<file path="config.mk">
export PLATFORM = sky130hd
export DESIGN_NAME = snn_config_loader_flat
export DESIGN_NICKNAME = d
export VERILOG_FILES = /design/src/rtl/snn_config_loader_pkg.sv /design/src/rtl/snn_config_loader_if.sv /design/src/rtl/snn_config_loader_timeout.sv /design/src/rtl/snn_config_loader.sv /design/src/flat_wrapper.sv
export SDC_FILE = /design/constraint.sdc
export NUM_CORES = 1
export LEC_CHECK = 0
export CAP_MARGIN = 20
export CORE_AREA = 2 2 313 315
export CTS_CLUSTER_SIZE = 10
export DETAILED_ROUTE_END_ITERATION = 10
export DIE_AREA = 0 0 315 317
export DONT_BUFFER_PORTS = 1
export PLACE_DENSITY_LB_ADDON = 0.1
export SLEW_MARGIN = 5
export SYNTH_ARGS = -nofsm -noshare
export SYNTH_HDL_FRONTEND = slang
export SYNTH_SLANG_ARGS = --single-unit
</file>
<file path="constraint.sdc">
create_clock -name clk -period 2.75 [get_ports clk]
set_input_delay 0.825 -clock clk [delete_from_list [all_inputs] [get_ports clk]]
set_output_delay 0.825 -clock clk [all_outputs]
set_load 0.03 [all_outputs]
</file>
<file path="src/rtl/snn_config_loader_pkg.sv">
// Shared constants for the SNN configuration loader: address map, bus widths, FSM encoding.
package snn_cfg_pkg;
  localparam int W_BITS = 256;
  localparam int D_BITS = 512;

  localparam logic [6:0] ADDR_W_BASE  = 7'd0;
  localparam logic [6:0] ADDR_D_BASE  = 7'd32;
  localparam logic [6:0] ADDR_THR_DEC = 7'd96;
  localparam logic [6:0] ADDR_REFRAC  = 7'd97;
  localparam logic [6:0] ADDR_LAST    = 7'd97;
  localparam logic [6:0] ADDR_MAX     = 7'd127;

  typedef enum logic [1:0] {ST_IDLE, ST_LEN, ST_DATA, ST_DONE} cfg_state_e;

  // Auto-increment that sticks at the top of the space instead of wrapping.
  function automatic logic [6:0] addr_next(input logic [6:0] a);
    return (a == ADDR_MAX) ? a : a + 7'd1;
  endfunction
endpackage

</file>
<file path="src/rtl/snn_config_loader_if.sv">
// Byte-stream handshake from the chip I/O front end into the config loader.
interface snn_config_loader_if;
  logic [7:0] in_data;
  logic       in_valid;
  logic       in_ready;

  modport master (output in_data, output in_valid, input in_ready);
  modport slave  (input in_data, input in_valid, output in_ready);
endinterface

</file>
<file path="src/rtl/snn_config_loader_timeout.sv">
// Inter-byte idle counter; expires after TIMEOUT consecutive enabled cycles without a clear.
module snn_cfg_timeout #(
  parameter int TIMEOUT = 255
) (
  input  logic clk,
  input  logic reset_n,
  input  logic clr_i,
  input  logic en_i,
  output logic expire_o
);
  localparam int CW = $clog2(TIMEOUT + 1);

  logic [CW-1:0] cnt_q, cnt_d;

  always_comb begin
    cnt_d = cnt_q;
    if (clr_i || !en_i)                cnt_d = '0;
    else if (cnt_q != CW'(TIMEOUT))    cnt_d = cnt_q + 1'b1;
  end

  always_ff @(posedge clk or negedge reset_n) begin
    if (!reset_n) cnt_q <= '0;
    else          cnt_q <= cnt_d;
  end

  assign expire_o = en_i && (cnt_q == CW'(TIMEOUT));
endmodule

</file>
<file path="src/rtl/snn_config_loader.sv">
// Byte-serial configuration writer: header/length/payload frames into the packed SNN config buses.
module snn_config_loader
  import snn_cfg_pkg::*;
#(
  parameter int         TIMEOUT    = 255,
  parameter logic [4:0] THRESH_RST = 5'd8,
  parameter logic [2:0] DECAY_RST  = 3'd1,
  parameter logic [4:0] REFRAC_RST = 5'd2
) (
  input  logic                clk,
  input  logic                reset_n,
  snn_config_loader_if.slave  in_if,
  output logic [W_BITS-1:0]   weights,
  output logic [D_BITS-1:0]   delays,
  output logic [4:0]          threshold,
  output logic [2:0]          decay,
  output logic [4:0]          refractory_period,
  output logic                cfg_busy,
  output logic                cfg_update,
  output logic                cfg_error
);
  cfg_state_e        state_q, state_d;
  logic [6:0]        addr_q, addr_d;
  logic [7:0]        cnt_q, cnt_d;
  logic [W_BITS-1:0] w_q, w_d;
  logic [D_BITS-1:0] dly_q, dly_d;
  logic [4:0]        thr_q, thr_d, ref_q, ref_d;
  logic [2:0]        dec_q, dec_d;
  logic              err_q, err_d;
  logic              rdy_q;
  logic              accept, in_frame, expire;
  logic [5:0]        doff;

  assign in_if.in_ready = rdy_q && (state_q != ST_DONE);
  assign accept   = in_if.in_valid && in_if.in_ready;
  assign in_frame = (state_q == ST_LEN) || (state_q == ST_DATA);
  // Delay region starts at 32, so the 6-bit offset is just the low address bits minus 32 mod 64.
  assign doff     = addr_q[5:0] - ADDR_D_BASE[5:0];

  snn_cfg_timeout #(.TIMEOUT(TIMEOUT)) u_tmo (
    .clk      (clk),
    .reset_n  (reset_n),
    .clr_i    (accept),
    .en_i     (in_frame),
    .expire_o (expire)
  );

  always_comb begin
    state_d = state_q;
    addr_d  = addr_q;
    cnt_d   = cnt_q;
    w_d     = w_q;
    dly_d   = dly_q;
    thr_d   = thr_q;
    dec_d   = dec_q;
    ref_d   = ref_q;
    err_d   = err_q;
    case (state_q)
      ST_IDLE: begin
        if (accept && in_if.in_data[7]) begin
          addr_d  = in_if.in_data[6:0];
          err_d   = 1'b0;
          state_d = ST_LEN;
        end
      end
      ST_LEN: begin
        if (expire) begin
          err_d   = 1'b1;
          state_d = ST_IDLE;
        end else if (accept) begin
          cnt_d   = in_if.in_data;
          state_d = (in_if.in_data == 8'd0) ? ST_DONE : ST_DATA;
        end
      end
      ST_DATA: begin
        if (expire) begin
          err_d   = 1'b1;
          state_d = ST_IDLE;
        end else if (accept) begin
          if (addr_q > ADDR_LAST)          err_d = 1'b1;
          else if (addr_q < ADDR_D_BASE)   w_d[{addr_q[4:0], 3'b000} +: 8] = in_if.in_data;
          else if (addr_q < ADDR_THR_DEC)  dly_d[{doff, 3'b000} +: 8] = in_if.in_data;
          else if (addr_q == ADDR_THR_DEC) {dec_d, thr_d} = in_if.in_data;
          else                             ref_d = in_if.in_data[4:0];
          addr_d = addr_next(addr_q);
          cnt_d  = cnt_q - 8'd1;
          if (cnt_q == 8'd1) state_d = ST_DONE;
        end
      end
      ST_DONE: state_d = ST_IDLE;
      default: state_d = ST_IDLE;
    endcase
  end

  always_ff @(posedge clk or negedge reset_n) begin
    if (!reset_n) begin
      state_q <= ST_IDLE;
      addr_q  <= '0;
      cnt_q   <= '0;
      w_q     <= '0;
      dly_q   <= '0;
      thr_q   <= THRESH_RST;
      dec_q   <= DECAY_RST;
      ref_q   <= REFRAC_RST;
      err_q   <= 1'b0;
      rdy_q   <= 1'b0;
    end else begin
      state_q <= state_d;
      addr_q  <= addr_d;
      cnt_q   <= cnt_d;
      w_q     <= w_d;
      dly_q   <= dly_d;
      thr_q   <= thr_d;
      dec_q   <= dec_d;
      ref_q   <= ref_d;
      err_q   <= err_d;
      rdy_q   <= 1'b1;
    end
  end

  assign weights           = w_q;
  assign delays            = dly_q;
  assign threshold         = thr_q;
  assign decay             = dec_q;
  assign refractory_period = ref_q;
  assign cfg_busy          = (state_q != ST_IDLE);
  assign cfg_update        = (state_q == ST_DONE);
  assign cfg_error         = err_q;
endmodule
</file>
<file path="src/flat_wrapper.sv">
// flat-port wrapper written by rule: the top's interface ports become plain ports
module snn_config_loader_flat import snn_cfg_pkg::*;
#(
  parameter int         TIMEOUT    = 255,
  parameter logic [4:0] THRESH_RST = 5'd8,
  parameter logic [2:0] DECAY_RST  = 3'd1,
  parameter logic [4:0] REFRAC_RST = 5'd2
)
  (clk, reset_n, weights, delays, threshold, decay, refractory_period, cfg_busy, cfg_update, cfg_error, in_if_in_data, in_if_in_valid, in_if_in_ready);
  snn_config_loader_if in_if_i ();
  input  logic clk;
  input  logic reset_n;
  output logic [W_BITS-1:0] weights;
  output logic [D_BITS-1:0] delays;
  output logic [4:0] threshold;
  output logic [2:0] decay;
  output logic [4:0] refractory_period;
  output logic cfg_busy;
  output logic cfg_update;
  output logic cfg_error;
  input wire logic [$bits(in_if_i.in_data)-1:0] in_if_in_data;
  input wire logic [$bits(in_if_i.in_valid)-1:0] in_if_in_valid;
  output wire logic [$bits(in_if_i.in_ready)-1:0] in_if_in_ready;
  assign in_if_i.in_data = in_if_in_data;
  assign in_if_i.in_valid = in_if_in_valid;
  assign in_if_in_ready = in_if_i.in_ready;
  snn_config_loader #(.TIMEOUT(TIMEOUT), .THRESH_RST(THRESH_RST), .DECAY_RST(DECAY_RST), .REFRAC_RST(REFRAC_RST)) u_core (.clk(clk), .reset_n(reset_n), .in_if(in_if_i), .weights(weights), .delays(delays), .threshold(threshold), .decay(decay), .refractory_period(refractory_period), .cfg_busy(cfg_busy), .cfg_update(cfg_update), .cfg_error(cfg_error));
endmodule
</file>
==> flow_summary.yaml <==
synth:
  syn_area_mm2: 0.0341
  syn_inst: 2536
  synth_common_cells: "dfrtp_1 (805), mux2_2 (650), nor2_1 (135), clkbuf_1 (127), o21ai_0 (116)"
  ys_types: 79
  ys_warn_count: 0
  ys_top_cells_by_area: "dfrtp_1 (59%), mux2_2 (21%), o31ai_1 (1.8%)"
  post-synth-top-count-cell: "dfrtp_1"
  ys_seq_area_share_pct: 59.3
  synth_ff_type: "dfrtp_1"
  synth_edf_count: 0
  syn-num-nets: 2563
  yosysTopAreaCell: "dfrtp_1"
  avgSynthCellArea_um2: 13.4
  synth-seq-cells: 808
  synth-async-reset-ratio_pct: 100
  yosysTopAreaCellShare_pct: 59.1
drt:
  viasPerCell: 5.52
  drt_iter0_drc: 1468
  vias: 22400
  drc_errors: 0
  drt-total-wl_um: 125000
  ant_nets: 0
  drt_pass1_iterations: 5
  detail_route.wl_per_cell_um: 30.9
setup_path:
  crit_type: "primary input to async pin"
  reg2reg_to: "u_core.delays[150]"
  r2r_cells: 7
  arrival_ps: 2990
  r2r-start: "u_core.state_q[1]"
  r2r_slack_ps: -40
  cp.required_ps: 2500
  start_kind: "primary input"
  path_max_fanout: 808
  end_kind: "async pin"
  crit_start: "reset_n"
power:
  p_leak_uw: 0.0198
  powerDensity_mw_per_mm2: 808
  ir_drop_uv: 461
clock_network:
  cts-root-buf: "clkbuf_16"
  clk_latency_ps: 670
  clockBufferDepth: 3
  clk_pin_slew_ps: 50
  cts_buffers: 93
  cts_num_sinks: 808
  htreeDepth: 3
  cts_tree: "done"
job:
  cap_violations: 0
placement:
  dp.cells: 3907
  hpwlAfterDp_um: 89900
  post_dp_cell_area_mm2: 0.0378
  gp_congestion: 0.845
  portBuffers: 0
die:
  io_pins: 796
  core_mm2: 0.0963
  initial_core_util_pct: 35.4
  rows: 114
  die_h_um: 317
  die-area_mm2: 0.0999
  die_x_um: 315
timing:
  tightest_slew_ps: 4330
  maxSlewHeadroom_pct: -189
  setup_slack_ps: -494
  setup_violations: 210
  fin_crit_ps: 3240
  holdWs_ps: -134
  fin_skew_ps: 18.5
  period_share_pct: 118
  hold_viol: 209
  slew_viol_final: 466
  fmax_mhz: 308
  rsz0062_at_grt: "yes"
final_layout:
  final_cells: 4058
  layout-drive-gt1-share_pct: 43.0
  area_delta_synth_final_pct: 20.2
  finalInstanceArea_mm2: 0.0410
  final_util_pct: 42.6
  fin_nets: 2775
global_routing:
  grt_max_degree: 809
  overflow: 0
  grt.total_usage_pct: 24.4
  grt_pass1_wl_um: 177000
  antenna_found_initial: 1
  first_global_vias: 23600
min_path:
  min_path_type: "primary input to async pin"
status:
  violations: "hold timing, slew limit, setup timing"
  status: "complete, but fails checks"
[cells by family after synthesis]
| family | Yosys count | share of synthesized area, % |
|---|---|---|
| compound gates | 311 | 6.02 |
| xor+xnor | 9 | 0.275 |
| fa+ha+maj | 16 | 0.587 |
| buf+inv | 204 | 2.55 |
| flops | 808 | 59.3 |
| mux | 662 | 22.0 |
| other cells | 1 | 0.0110 |
| simple gates | 525 | 9.27 |
[sequential cells by signal, indices dropped and copies added, names as in the netlist]
name                      cells
u_core.refractory_period      5
u_core.addr_q                 7
u_core.delays               512
u_core.cfg_error              1
u_core.state_q                2
u_core.rdy_q                  1
u_core.u_tmo.cnt_q            8
u_core.weights              256
u_core.decay                  3
u_core.cnt_q                  8
u_core.threshold              5
[power breakdown]
group | switching, uW | internal, uW
combinational | 6320 | 3120
sequential | 495 | 12100
clock | 4770 | 6260
[metal layers]
| metal | part of all wire, % | wire length [um] | global-route usage (%) | up-vias |
|---|---|---|---|---|
| li1 | - | - | - | 9541 |
| met1 | 37 | 46800 | 28.2 | 11800 |
| met2 | 50 | 62400 | 41.7 | 848 |
| met3 | 9.6 | 12100 | 8.91 | 204 |
| met4 | 3.3 | 4170 | 8.50 | 0 |
| met5 | 0 | 0 | 0 | - |
[worst max-delay path by stage]
stage,to,cells after the start
6_report,u_core.refractory_period[0],0
5_1_grt,u_core.delays[150],7
4_1_cts,u_core.delays[165],9
3_5_place_dp,u_core.delays[165],9
3_3_place_gp,u_core.delays[145],7
2_1_floorplan,u_core.delays[176],9
[layout by cell type (no fill, tap or decap), types with 19 or more instances in the layout]
cell type	synthesis	routed
mux2_2	650	641
buf_12	0	49
clkbuf_16	0	93
nor2_1	135	131
clkbuf_1	127	19
buf_6	3	33
dfrtp_1	805	802
o21ai_0	116	114
nor4_4	24	24
nor3_1	88	86
or3_1	38	28
nand2_1	71	68
a21o_1	34	34
buf_4	7	217
nor4_1	35	34
o31ai_1	83	82
and2_1	19	20
[area by class of cell]
class	count	area, um2
Antenna cell	3	7.51
Clock buffer	119	2490
Clock inverter	7	67.6
Fill cell	8958	55300
Inverter	20	75.1
Multi-Input combinational cell	1525	13500
Sequential cell	808	20200
Tap cell	1276	1600
Timing Repair Buffer	300	3000
[timing repair]
| action | 4_1_cts | 5_1_grt |
|---|---|---|
| buffers inserted | 12 | 13 |
| gates cloned | 0 | 1 |
| pin swaps | 13 | 10 |
| hold endpoints to repair | 805 | 442 |
| setup endpoints to repair | 420 | 496 |
| resized for setup | 45 | 72 |
[through the flow]
| stage | setup WS, ps | setup TNS [ps] | power [uW] |
|---|---|---|---|
| 2_1_floorplan | -10.9 | -87.4 | 17200 |
| 3_3_place_gp | -312 | -30590 | 21600 |
| 4_1_cts | -34.5 | -831 | 33100 |
| 3_5_place_dp | -315 | -35830 | 21700 |
| 6_report | -494 | -67350 | 33100 |
| 5_1_grt | -76.1 | -2480 | 34500 |
Note: power is estimated with default switching activity, not from simulation.
